`src/rtl/cmd_stream_loader.sv`:
```
// ---------------------------------------------------------------------------
// cmd_stream_loader
//
// Parses a TRS-80 /CMD object stream arriving on the HPS ioctl bus and writes
// the load-module bytes into system RAM through a request/acknowledge port.
// While a RAM write is outstanding the ioctl stream is held off with
// ioctl_wait. Transfer-address records (type 02) capture execute_addr; any
// other record type (headers, comments, ...) is skipped by its length byte.
//
// Optional feature: define CMD_LOADER_RANGE_CHECK_EN to suppress writes whose
// address falls outside [RAM_LO, RAM_HI] and flag them with error_code = 3.
//
// Handshake: mem_wr is a request held high, with mem_addr/mem_data stable,
// until the cycle in which mem_ack is sampled high; the write is complete at
// that edge and mem_wr drops in the following cycle. ioctl_wait mirrors
// mem_wr; any ioctl_wr seen while ioctl_wait is high is dropped (overrun).
//
// Ports:
//   clock, reset        system clock, synchronous active-high reset
//   ioctl_download      download active (session framing)
//   ioctl_index         menu index, must equal INDEX to start a session
//   ioctl_wr/ioctl_dout one-cycle byte strobe and stream byte
//   ioctl_wait          hold the stream while a RAM write is outstanding
//   mem_wr/mem_ack      RAM write request / acceptance
//   mem_addr/mem_data   RAM write address / data
//   loader_download     high while a session is being parsed
//   execute_addr        captured transfer address
//   execute_enable      one-cycle pulse when execute_addr is captured
//   done                one-cycle pulse at session end
//   error_code          sticky: 0 none, 1 truncated, 2 overrun, 3 range
//   dbg_state_o         current parser state (debug)
// ---------------------------------------------------------------------------
module cmd_stream_loader #(
    parameter int unsigned     DATA   = 8,
    parameter int unsigned     ADDR   = 16,
    parameter logic [7:0]      INDEX  = 8'd2,
    parameter logic [ADDR-1:0] RAM_LO = ADDR'(16'h4000),
    parameter logic [ADDR-1:0] RAM_HI = ADDR'(16'hFFFF)
) (
    input  logic            clock,
    input  logic            reset,
    input  logic            ioctl_download,
    input  logic [7:0]      ioctl_index,
    input  logic            ioctl_wr,
    input  logic [DATA-1:0] ioctl_dout,
    output logic            ioctl_wait,
    output logic            mem_wr,
    input  logic            mem_ack,
    output logic [ADDR-1:0] mem_addr,
    output logic [DATA-1:0] mem_data,
    output logic            loader_download,
    output logic [ADDR-1:0] execute_addr,
    output logic            execute_enable,
    output logic            done,
    output logic [1:0]      error_code,
    output logic [3:0]      dbg_state_o
);

    typedef enum logic [3:0] {
        S_IDLE     = 4'd0,
        S_GET_TYPE = 4'd1,
        S_GET_LEN  = 4'd2,
        S_GET_LSB  = 4'd3,
        S_GET_MSB  = 4'd4,
        S_DATA     = 4'd5,
        S_WAIT_ACK = 4'd6,
        S_SKIP     = 4'd7,
        S_DONE     = 4'd8
    } state_t;

    localparam logic [1:0] ERR_NONE  = 2'd0;
    localparam logic [1:0] ERR_TRUNC = 2'd1;
    localparam logic [1:0] ERR_OVER  = 2'd2;
    localparam logic [1:0] ERR_RANGE = 2'd3;

    state_t          state_q;
    logic            dl_prev_q;
    logic [7:0]      type_q;
    logic [7:0]      lsb_q;
    logic [8:0]      cnt_q;       // bytes left in the current record body
    logic            end_pend_q;  // download ended while a write was pending
    logic            mem_wr_q;
    logic            wait_q;
    logic [ADDR-1:0] mem_addr_q;
    logic [DATA-1:0] mem_data_q;
    logic            loader_q;
    logic [ADDR-1:0] exec_addr_q;
    logic            exec_en_q;
    logic            done_q;
    logic [1:0]      err_q;

    logic [7:0] byte_d;
    logic       dl_rise_d;
    logic       dl_fall_d;
    logic [8:0] len_data_d;
    logic [8:0] len_exec_d;
    logic [8:0] len_skip_d;
    logic       in_window_d;
    logic       in_range_d;

    assign byte_d    = ioctl_dout[7:0];
    assign dl_rise_d = ioctl_download && !dl_prev_q && (ioctl_index == INDEX);
    assign dl_fall_d = !ioctl_download && dl_prev_q;

    // Type 01: the length byte includes the two address bytes, and a result
    // of 0 (L = 2) means a full 256-byte body; L = 0/1 wrap to 254/255.
    assign len_data_d = (byte_d == 8'd2) ? 9'd256 : {1'b0, byte_d - 8'd2};
    // Type 02: whatever follows the two address bytes is discarded.
    assign len_exec_d = (byte_d < 8'd2) ? 9'd0 : {1'b0, byte_d - 8'd2};
    // Other types: the whole body is skipped; L = 0 means 256.
    assign len_skip_d = (byte_d == 8'd0) ? 9'd256 : {1'b0, byte_d};

    // Compared one bit wider so a full-range window is not a constant compare.
    assign in_window_d = ({1'b0, mem_addr_q} >= {1'b0, RAM_LO}) &&
                         ({1'b0, mem_addr_q} <= {1'b0, RAM_HI});

`ifdef CMD_LOADER_RANGE_CHECK_EN
    assign in_range_d = in_window_d;
`else
    // Window is ignored in this build; every data byte is written.
    logic unused_window;
    assign unused_window = in_window_d;
    assign in_range_d    = 1'b1;
`endif

    always_ff @(posedge clock) begin
        if (reset) begin
            state_q     <= S_IDLE;
            dl_prev_q   <= 1'b0;
            type_q      <= 8'd0;
            lsb_q       <= 8'd0;
            cnt_q       <= 9'd0;
            end_pend_q  <= 1'b0;
            mem_wr_q    <= 1'b0;
            wait_q      <= 1'b0;
            mem_addr_q  <= '0;
            mem_data_q  <= '0;
            loader_q    <= 1'b0;
            exec_addr_q <= '0;
            exec_en_q   <= 1'b0;
            done_q      <= 1'b0;
            err_q       <= ERR_NONE;
        end else begin
            dl_prev_q <= ioctl_download;
            exec_en_q <= 1'b0;
            done_q    <= 1'b0;

            // A byte offered while the stream is held is lost.
            if (ioctl_wr && wait_q && (err_q == ERR_NONE)) begin
                err_q <= ERR_OVER;
            end

            case (state_q)
                S_IDLE: begin
                    if (dl_rise_d) begin
                        loader_q   <= 1'b1;
                        err_q      <= ERR_NONE;
                        end_pend_q <= 1'b0;
                        state_q    <= S_GET_TYPE;
                    end
                end

                S_WAIT_ACK: begin
                    if (dl_fall_d) begin
                        end_pend_q <= 1'b1;
                        if (err_q == ERR_NONE) begin
                            err_q <= ERR_TRUNC;
                        end
                    end
                    if (mem_ack) begin
                        mem_wr_q   <= 1'b0;
                        wait_q     <= 1'b0;
                        mem_addr_q <= mem_addr_q + 1'b1;
                        cnt_q      <= cnt_q - 9'd1;
                        // Truncated session: finish only once the write lands.
                        if (dl_fall_d || end_pend_q) begin
                            done_q     <= 1'b1;
                            loader_q   <= 1'b0;
                            end_pend_q <= 1'b0;
                            state_q    <= S_IDLE;
                        end else if (cnt_q == 9'd1) begin
                            state_q <= S_GET_TYPE;
                        end else begin
                            state_q <= S_DATA;
                        end
                    end
                end

                default: begin
                    if (dl_fall_d) begin
                        // Ending between records (or after a transfer
                        // address) is clean; anywhere else is truncation.
                        if ((state_q != S_GET_TYPE) && (state_q != S_DONE) &&
                            (err_q == ERR_NONE)) begin
                            err_q <= ERR_TRUNC;
                        end
                        done_q   <= 1'b1;
                        loader_q <= 1'b0;
                        state_q  <= S_IDLE;
                    end else if (ioctl_wr) begin
                        case (state_q)
                            S_GET_TYPE: begin
                                type_q  <= byte_d;
                                state_q <= S_GET_LEN;
                            end
                            S_GET_LEN: begin
                                if (type_q == 8'h01) begin
                                    cnt_q   <= len_data_d;
                                    state_q <= S_GET_LSB;
                                end else if (type_q == 8'h02) begin
                                    cnt_q   <= len_exec_d;
                                    state_q <= S_GET_LSB;
                                end else begin
                                    cnt_q   <= len_skip_d;
                                    state_q <= S_SKIP;
                                end
                            end
                            S_GET_LSB: begin
                                lsb_q   <= byte_d;
                                state_q <= S_GET_MSB;
                            end
                            S_GET_MSB: begin
                                if (type_q == 8'h01) begin
                                    mem_addr_q <= ADDR'({byte_d, lsb_q});
                                    state_q    <= S_DATA;
                                end else begin
                                    exec_addr_q <= ADDR'({byte_d, lsb_q});
                                    exec_en_q   <= 1'b1;
                                    state_q     <= (cnt_q == 9'd0) ? S_DONE : S_SKIP;
                                end
                            end
                            S_DATA: begin
                                if (in_range_d) begin
                                    mem_data_q <= ioctl_dout;
                                    mem_wr_q   <= 1'b1;
                                    wait_q     <= 1'b1;
                                    state_q    <= S_WAIT_ACK;
                                end else begin
                                    // Out-of-window byte: consumed but not written.
                                    mem_addr_q <= mem_addr_q + 1'b1;
                                    cnt_q      <= cnt_q - 9'd1;
                                    if (err_q == ERR_NONE) begin
                                        err_q <= ERR_RANGE;
                                    end
                                    state_q <= (cnt_q == 9'd1) ? S_GET_TYPE : S_DATA;
                                end
                            end
                            S_SKIP: begin
                                cnt_q <= cnt_q - 9'd1;
                                if (cnt_q == 9'd1) begin
                                    state_q <= (type_q == 8'h02) ? S_DONE : S_GET_TYPE;
                                end
                            end
                            default: begin
                                // S_DONE: trailing bytes are ignored.
                            end
                        endcase
                    end
                end
            endcase
        end
    end

    assign ioctl_wait      = wait_q;
    assign mem_wr          = mem_wr_q;
    assign mem_addr        = mem_addr_q;
    assign mem_data        = mem_data_q;
    assign loader_download = loader_q;
    assign execute_addr    = exec_addr_q;
    assign execute_enable  = exec_en_q;
    assign done            = done_q;
    assign error_code      = err_q;
    assign dbg_state_o     = state_q;

endmodule
```
`config.mk`:
```
export PLATFORM = sky130hd
export DESIGN_NAME = cmd_stream_loader
export DESIGN_NICKNAME = d
export VERILOG_FILES = /design/src/rtl/cmd_stream_loader.sv
export SDC_FILE = /design/constraint.sdc
export NUM_CORES = 1
export LEC_CHECK = 0
export ABC_AREA = 1
export CAP_MARGIN = 15
export CORE_UTILIZATION = 45
export CTS_CLUSTER_DIAMETER = 120
export CTS_CLUSTER_SIZE = 30
export DETAILED_ROUTE_END_ITERATION = 16
export HOLD_SLACK_MARGIN = 0.02
export PLACE_DENSITY = 0.8
export SLEW_MARGIN = 20
export SYNTH_ARGS = -nofsm -noshare
export SYNTH_HDL_FRONTEND = slang
export SYNTH_SLANG_ARGS = --single-unit
```
`constraint.sdc`:
```
create_clock -name clock -period 1.9 [get_ports clock]
set_input_delay 0.285 -clock clock [delete_from_list [all_inputs] [get_ports clock]]
set_output_delay 0.285 -clock clock [all_outputs]
set_load 0.02 [all_outputs]
```
==> impl_metrics.json, run 1 <==
{
  "max-cap-violations": 0,
  "layout-drive-gt1-share_pct": 11.3,
  "cts_hold_buf": 0,
  "horizontal_die_dimension_microns": 99.9,
  "mappedNetlistNets": 680,
  "post-route-period-util_pct": 92.7,
  "vdd.ir_drop.worst_mv": 0.523,
  "synth.top_cells.by_area": "sky130_fd_sc_hd__dfxtp_1, sky130_fd_sc_hd__nand2_1, sky130_fd_sc_hd__o21ai_0",
  "drt_pre_antenna_iters": 8,
  "io_pins": 72,
  "timing_hold_violations_final": 0,
  "power.density_nw_per_um2": 890,
  "detail_route.drc_violations": 0,
  "cp.arrival_ps": 2030,
  "finalWorstPathRequiredPeriod_ps": 1760,
  "synthCells": 654,
  "syn-mean-instance-area_sq_um": 6.60,
  "worst_relative_slew_slack_pct": 68.3,
  "grt_pass1_vias": 4158,
  "synth.yosys.warnings": 0,
  "synth.ff_latch_count": 77,
  "rsz_0062_raised_after_global_routing": "no",
  "synth_top_cell_area_share_pct": 35.7,
  "die_area_sq_um": 9990,
  "critPathCaptureType": "flip-flop",
  "coreArea_sq_um": 9280,
  "wire_length_of_the_first_global_routing_pass_microns": 20000,
  "fin_total_pwr_mw": 4.87,
  "finalCoreUtilization_pct": 58.9,
  "placement_rows": 35,
  "static-leakage-power_nw": 2.31,
  "ys.flop_type": "sky130_fd_sc_hd__dfxtp_1",
  "ctsLongestPathBuffers": 2,
  "detail_route.vias_per_cell": 5.29,
  "cts.root.buffer_cell": "sky130_fd_sc_hd__clkbuf_8",
  "cts_htree_levels": 3,
  "antenna_found_initial": 0,
  "ys_seq_area_share_pct": 35.7,
  "layout.cell_area.non_filler_sq_um": 5470,
  "gp_congestion": 0.896,
  "clk_transition_reported_paths_ps": 90,
  "starting_utilization_of_the_core_area_pct": 46.5,
  "cts_made_buffers": 9,
  "syn_area_sq_um": 4320,
  "die_height_microns": 99.9,
  "hpwl_microns": 8930,
  "signed_area_change_from_the_synthesized_netlist_to_the_final_layout_pct": 26.7,
  "finalSetupViolations": 0,
  "maximum_number_of_pins_on_one_net_before_global_route_repair": 55,
  "port_bufs": 71,
  "async_reset_ff_share_pct": 0,
  "worst-slew-pin-transition_ps": 471,
  "synth.distinct_cells": 35,
  "finalNetCount": 766,
  "postRouteWirelength_microns": 12200,
  "synth.cells.most_frequent": "sky130_fd_sc_hd__nand2_1, sky130_fd_sc_hd__nor2_1, sky130_fd_sc_hd__dfxtp_1",
  "worst-path-max-fanout": 17,
  "gr-total-overflow": 0,
  "grt_use_total_pct": 25.2,
  "number_of_antenna_diodes": 0,
  "cell_taking_the_most_area_after_synthesis": "sky130_fd_sc_hd__dfxtp_1",
  "synth_enable_flop_cells": 0,
  "worstSetupPathType": "reg -> reg",
  "insertion_delay_ps": 360,
  "timing.critical_path.required_ps": 2170,
  "drv_slew": 0,
  "dp_cells": 858,
  "run_status": "finished, final reports clean",
  "dr_total_vias": 4624,
  "routedWlPerCell_microns": 14.0,
  "violation_count_after_the_first_detailed_route_iteration": 375,
  "crit_path_start_kind": "flip-flop",
  "max_clock_freq_mhz": 568,
  "whs_ps": 482,
  "sink_count": 77,
  "worst_clock_skew_ps": 11.2,
  "hp_class": "reg -> reg",
  "dpl_cell_area_sq_um": 5280,
  "final_cell_count_no_fill": 874,
  "antenna_violating_nets_post_route": 0,
  "synth_most_common_cell": "sky130_fd_sc_hd__nand2_1",
  "cts_tree": "built"
}
## critical path, stage by stage, from the launching register on
cell and delay, ps:
sky130_fd_sc_hd__dfxtp_1 440, sky130_fd_sc_hd__inv_2 110, sky130_fd_sc_hd__nand2_2 150, sky130_fd_sc_hd__nor2_8 70, sky130_fd_sc_hd__nor2_8 160, sky130_fd_sc_hd__nand2_8 90, sky130_fd_sc_hd__clkinv_2 70, sky130_fd_sc_hd__nand2_1 60
sky130_fd_sc_hd__inv_2 210, sky130_fd_sc_hd__o21ai_0 140, sky130_fd_sc_hd__a21oi_1 170
## layout make-up
cell class / instances / area [sq um]
fillers: 891 / 3820
clock buffers: 10 / 138
multi-input cells: 469 / 2310
inverters: 86 / 329
clock inverters: 6 / 46.3
repair buffers: 97 / 943
flip-flops and latches: 77 / 1540
well taps: 129 / 161
## final timing paths
kind / cells after the start / slack [ps] / from / end
setup / recovery: 10 / 140 / dbg_state_o[0] / mem_data[0]
hold / removal: 2 / 480 / cnt_q[7] / cnt_q[7]
setup reg to reg: 10 / 140 / dbg_state_o[0] / mem_data[0]
hold reg to reg: 2 / 480 / cnt_q[7] / cnt_q[7]
## cells in the final DEF (no fill, tap or decap)
| cell | instances |
|---|---|
| sky130_fd_sc_hd__nor2_2 | 1 |
| sky130_fd_sc_hd__buf_12 | 3 |
| sky130_fd_sc_hd__ha_1 | 5 |
| sky130_fd_sc_hd__clkbuf_8 | 10 |
| sky130_fd_sc_hd__o21ai_1 | 13 |
| sky130_fd_sc_hd__nand4_1 | 7 |
| sky130_fd_sc_hd__buf_4 | 23 |
| sky130_fd_sc_hd__nor3_2 | 1 |
| sky130_fd_sc_hd__nor2_8 | 2 |
| sky130_fd_sc_hd__dfxtp_1 | 77 |
| sky130_fd_sc_hd__nor3_4 | 1 |
| sky130_fd_sc_hd__clkinv_4 | 2 |
| sky130_fd_sc_hd__nand3b_1 | 1 |
| sky130_fd_sc_hd__nor2_4 | 4 |
| sky130_fd_sc_hd__clkinv_2 | 2 |
| sky130_fd_sc_hd__clkinv_1 | 3 |
| sky130_fd_sc_hd__clkdlybuf4s50_1 | 71 |
| sky130_fd_sc_hd__a21oi_2 | 6 |
| sky130_fd_sc_hd__nor3_1 | 7 |
| sky130_fd_sc_hd__nand2_2 | 2 |
| sky130_fd_sc_hd__inv_2 | 10 |
| sky130_fd_sc_hd__nand2_1 | 139 |
| sky130_fd_sc_hd__nand2_8 | 1 |
| sky130_fd_sc_hd__clkinvlp_4 | 2 |
| sky130_fd_sc_hd__a311oi_1 | 1 |
| sky130_fd_sc_hd__nor2_1 | 89 |
| sky130_fd_sc_hd__inv_6 | 1 |
| sky130_fd_sc_hd__inv_1 | 70 |
| sky130_fd_sc_hd__o21ai_2 | 1 |
| sky130_fd_sc_hd__inv_4 | 2 |
| sky130_fd_sc_hd__xor2_1 | 6 |
| sky130_fd_sc_hd__a21oi_1 | 63 |
| sky130_fd_sc_hd__nand3_2 | 2 |
| sky130_fd_sc_hd__nand3_1 | 32 |
| sky130_fd_sc_hd__o22ai_1 | 4 |
| sky130_fd_sc_hd__or2_2 | 2 |
| sky130_fd_sc_hd__nand2_4 | 6 |
| sky130_fd_sc_hd__o21ai_0 | 73 |
## per-stage QoR
step,worst slack [ps],TNS [ps]
final,139,0
after global routing,1.62,0
after CTS,107,0
after detailed placement,-44.4,-336
after global placement,-17.9,-97.8
after floorplan,272,0
## registers in the layout, summed over array words and instances (netlist names), 2 cells and up
name and cells:
execute_addr 16, mem_addr 16, cnt_q 9, lsb_q 8
mem_data 8, type_q 8, dbg_state_o 4, error_code 2
## per-layer routing
metal	track usage (%)	vias up	part of all wire, %
li1	-	2281	-
met1	32.7	2134	45
met2	42.2	184	46
met3	4.60	25	6.9
met4	8.37	0	2.2
met5	0	-	0
## timing repair
item	in CTS	in global routing
gates resized for setup	0	1
endpoints found under the setup margin	0	13
setup buffers	0	0
## report_power, final
| group | switching [mW] | internal (mW) |
|---|---|---|
| Sequential | 0.124 | 1.76 |
| Clock | 0.647 | 0.516 |
| Combinational | 1.17 | 0.657 |
| Total | 1.94 | 2.93 |
## cells by family (layout without fill, tap and decap cells)
logic type,count (synthesis),in the layout,synth area share [%]
AND/OR/NAND/NOR,297,297,31.3
flip-flops,77,77,35.7
AO/OA/AOI/OAI,161,161,19.5
buffers and inverters,108,199,10.9
XOR/XNOR,6,6,1.22
adder cells (fa/ha/maj),5,5,1.45
Note: power is estimated with default switching activity, not from simulation.
==> run 2, diff against run 1 <==
--- a/config.mk
+++ b/config.mk
@@ -13,7 +13,6 @@
 export DETAILED_ROUTE_END_ITERATION = 16
 export HOLD_SLACK_MARGIN = 0.02
 export PLACE_DENSITY = 0.8
-export SLEW_MARGIN = 20
 export SYNTH_ARGS = -nofsm -noshare
 export SYNTH_HDL_FRONTEND = slang
 export SYNTH_SLANG_ARGS = --single-unit
==> results of run 2 <==
No change in the layout: final DEF, timing and power equal those of run 1.
==> run 3, diff against run 2 <==
--- a/config.mk
+++ b/config.mk
@@ -6,11 +6,11 @@
 export NUM_CORES = 1
 export LEC_CHECK = 0
 export ABC_AREA = 1
-export CAP_MARGIN = 15
 export CORE_UTILIZATION = 45
 export CTS_CLUSTER_DIAMETER = 120
 export CTS_CLUSTER_SIZE = 30
 export DETAILED_ROUTE_END_ITERATION = 16
+export GPL_ROUTABILITY_DRIVEN = 0
 export HOLD_SLACK_MARGIN = 0.02
 export PLACE_DENSITY = 0.8
 export SYNTH_ARGS = -nofsm -noshare
==> run 3 against run 2 <==
Compared with the run above:
- sequential power is essentially flat
- critical path depth is 1 higher
- design area rose by 0.23%
- via count decreased by 0.41%
- count of clock-buffer cells in the layout increased by 1
- largest cell class unchanged
- first-iteration DRC count fell by 11%
- die area unchanged
==> impl_metrics.json, run 3 (synthesis gave the netlist of run 1 again) <==
{
  "ff2ff_path_depth": 11,
  "part_of_the_total_power_dissipated_in_sequential_elements_pct": 37.2,
  "port_bufs": 71,
  "worst-r2r-setup-slack_ps": 150,
  "placement_rows": 35,
  "cts_hold_buf": 0,
  "grt_pass1_vias": 4288,
  "grt_use_total_pct": 24.9,
  "starting_utilization_of_the_core_area_pct": 46.5,
  "insertion_delay_ps": 360,
  "worstSetupPathType": "reg -> reg",
  "io_pins": 72,
  "switching_share_pct": 38.7,
  "met2_usage_pct": 40.1,
  "maximum_number_of_pins_on_one_net_before_global_route_repair": 55,
  "global_routing_s_busiest_layer": "met2",
  "sw_power_mw": 1.96,
  "vdd.ir_drop.worst_mv": 0.546,
  "cp.arrival_ps": 2000,
  "wire_length_of_the_first_global_routing_pass_microns": 19700,
  "mostFrequentLayoutCell": "sky130_fd_sc_hd__nand2_1",
  "layout.cells.most_common_list": "sky130_fd_sc_hd__nand2_1, sky130_fd_sc_hd__nor2_1, sky130_fd_sc_hd__dfxtp_1",
  "final_cell_count_no_fill": 872,
  "routedWlPerCell_microns": 13.8,
  "violation_count_after_the_first_detailed_route_iteration": 334,
  "timing_hold_violations_final": 0,
  "timing.critical_path.required_ps": 2160,
  "worst_relative_slew_slack_pct": 71.1,
  "hold_path_end": "execute_addr[1]",
  "power_frac_comb_pct": 35.8,
  "gr-total-overflow": 0,
  "coreArea_sq_um": 9280,
  "drt_pre_antenna_iters": 6,
  "max-cap-violations": 0,
  "dr_total_vias": 4605,
  "worst-path-max-fanout": 7,
  "dp_cells": 856,
  "worst-slew-pin-transition_ps": 430,
  "ctsLongestPathBuffers": 2,
  "layout-drive-gt1-share_pct": 11.0,
  "dpl_cell_area_sq_um": 5250,
  "cts_tree": "built",
  "finalNetCount": 764,
  "critPathCaptureType": "flip-flop",
  "max_clock_freq_mhz": 573,
  "hpwl_microns": 8630,
  "worst_slack_ps": 154,
  "clkPwrFrac_pct": 27.0,
  "m3_gr_usage_pct": 5.57,
  "number_of_antenna_diodes": 0,
  "timing.hold.worst.start": "lsb_q[1]",
  "min_path_cells": 2,
  "antenna_found_initial": 0,
  "layout.cell_area.non_filler_sq_um": 5480,
  "sink_count": 77,
  "antenna_violating_nets_post_route": 0,
  "dp_slack_ps": -51.1,
  "die_area_sq_um": 9990,
  "worst_clock_skew_ps": 14.7,
  "postRouteWirelength_microns": 12000,
  "drv_slew": 0,
  "crit_path_start_kind": "flip-flop",
  "cts.root.buffer_cell": "sky130_fd_sc_hd__clkbuf_8",
  "hp_class": "reg -> reg",
  "detail_route.drc_violations": 0,
  "timing.rr.end": "dbg_state_o[2]",
  "finalSetupViolations": 0,
  "post-route-period-util_pct": 91.9,
  "power_internal_mw": 3.10,
  "clk_transition_reported_paths_ps": 80,
  "finalWorstPathRequiredPeriod_ps": 1750,
  "run_status": "finished, final reports clean",
  "rr_startpoint": "dbg_state_o[2]",
  "horizontal_die_dimension_microns": 99.9,
  "static-leakage-power_nw": 2.31,
  "detail_route.vias_per_cell": 5.28,
  "signed_area_change_from_the_synthesized_netlist_to_the_final_layout_pct": 27.0,
  "grt_util_met1_pct": 32.0,
  "power.density_nw_per_um2": 922,
  "cts_htree_levels": 3,
  "die_height_microns": 99.9,
  "cts_made_buffers": 9
}
-- run 3: changes by cell type in the layout (fill, tap and decap cells not counted) --
cell	change
sky130_fd_sc_hd__clkinvlp_4	-2
sky130_fd_sc_hd__buf_4	-1
sky130_fd_sc_hd__clkinv_2	-1
sky130_fd_sc_hd__inv_6	+1
sky130_fd_sc_hd__nand3_2	-1
sky130_fd_sc_hd__buf_12	-1
sky130_fd_sc_hd__bufinv_16	+1
sky130_fd_sc_hd__nand3_4	+1
sky130_fd_sc_hd__clkbuf_8	+1
-- run 3: worst max path at each step --
stage	start	to	slack [ps]	depth (start not counted)
2_1_floorplan	dbg_state_o[0]	mem_addr[4]	270	12
3_3_place_gp	ioctl_download	dbg_state_o[0]	-4	11
3_5_place_dp	ioctl_download	mem_data[1]	-50	12
4_1_cts	type_q[2]	execute_addr[13]	150	10
6_report	dbg_state_o[2]	dbg_state_o[2]	150	11
5_1_grt	dbg_state_o[3]	dbg_state_o[2]	-20	11
-- run 3: critical path, cell delays in order, from the launching register on --
cell                      delay [ps]
sky130_fd_sc_hd__dfxtp_1         420
sky130_fd_sc_hd__inv_2            70
sky130_fd_sc_hd__nand2_2         180
sky130_fd_sc_hd__inv_1            90
sky130_fd_sc_hd__nand3_1         220
sky130_fd_sc_hd__nand3_1         130
sky130_fd_sc_hd__nand2_1          80
sky130_fd_sc_hd__nand2_1          70
sky130_fd_sc_hd__nand2_1         190
sky130_fd_sc_hd__nand2_1          80
sky130_fd_sc_hd__nand2_1          60
sky130_fd_sc_hd__nor2_1           50
-- run 3: layout make-up --
cell class / instances / area (sq um)
clock inverter: 5 / 65.1
multi-input combinational: 469 / 2320
clock buffer: 11 / 151
fill: 856 / 3800
tap: 129 / 161
sequential: 77 / 1540
timing repair buffer: 95 / 916
inverter: 86 / 329
-- run 3: through the flow --
stage | util [%] | hold WS (ps) | setup TNS (ps) | power (mW)
after global placement | 56.6 | 461 | -3.76 | 3.64
final | 59.0 | 469 | 0 | 5.06
after global routing | 59.0 | 491 | -28.3 | 5.38
after CTS | 58.9 | 468 | 0 | 5.03
after floorplan | - | 416 | 0 | 3.15
after detailed placement | 56.6 | 452 | -313 | 3.67
-- run 3: metal layers --
| metal | vias up | share of wire [%] |
|---|---|---|
| met2 | 221 | 45 |
| li1 | 2273 | - |
| met5 | - | 0 |
| met4 | 0 | 2.3 |
| met1 | 2076 | 45 |
| met3 | 35 | 7.5 |
-- run 3: repair_timing --
action                                  4_1_cts  5_1_grt
setup buffers                                 0        0
endpoints found under the setup margin        0        8
resized for setup                             0        2
-- run 3: power groups by stage --
stage	clock network [mW]	registers, mW	logic (mW)
after CTS	1.38	1.88	1.77
after global placement	0	1.91	1.73
after detailed placement	0	1.91	1.76
after global routing	1.46	1.90	2.02
final	1.37	1.88	1.81
after floorplan	0	2.00	1.15
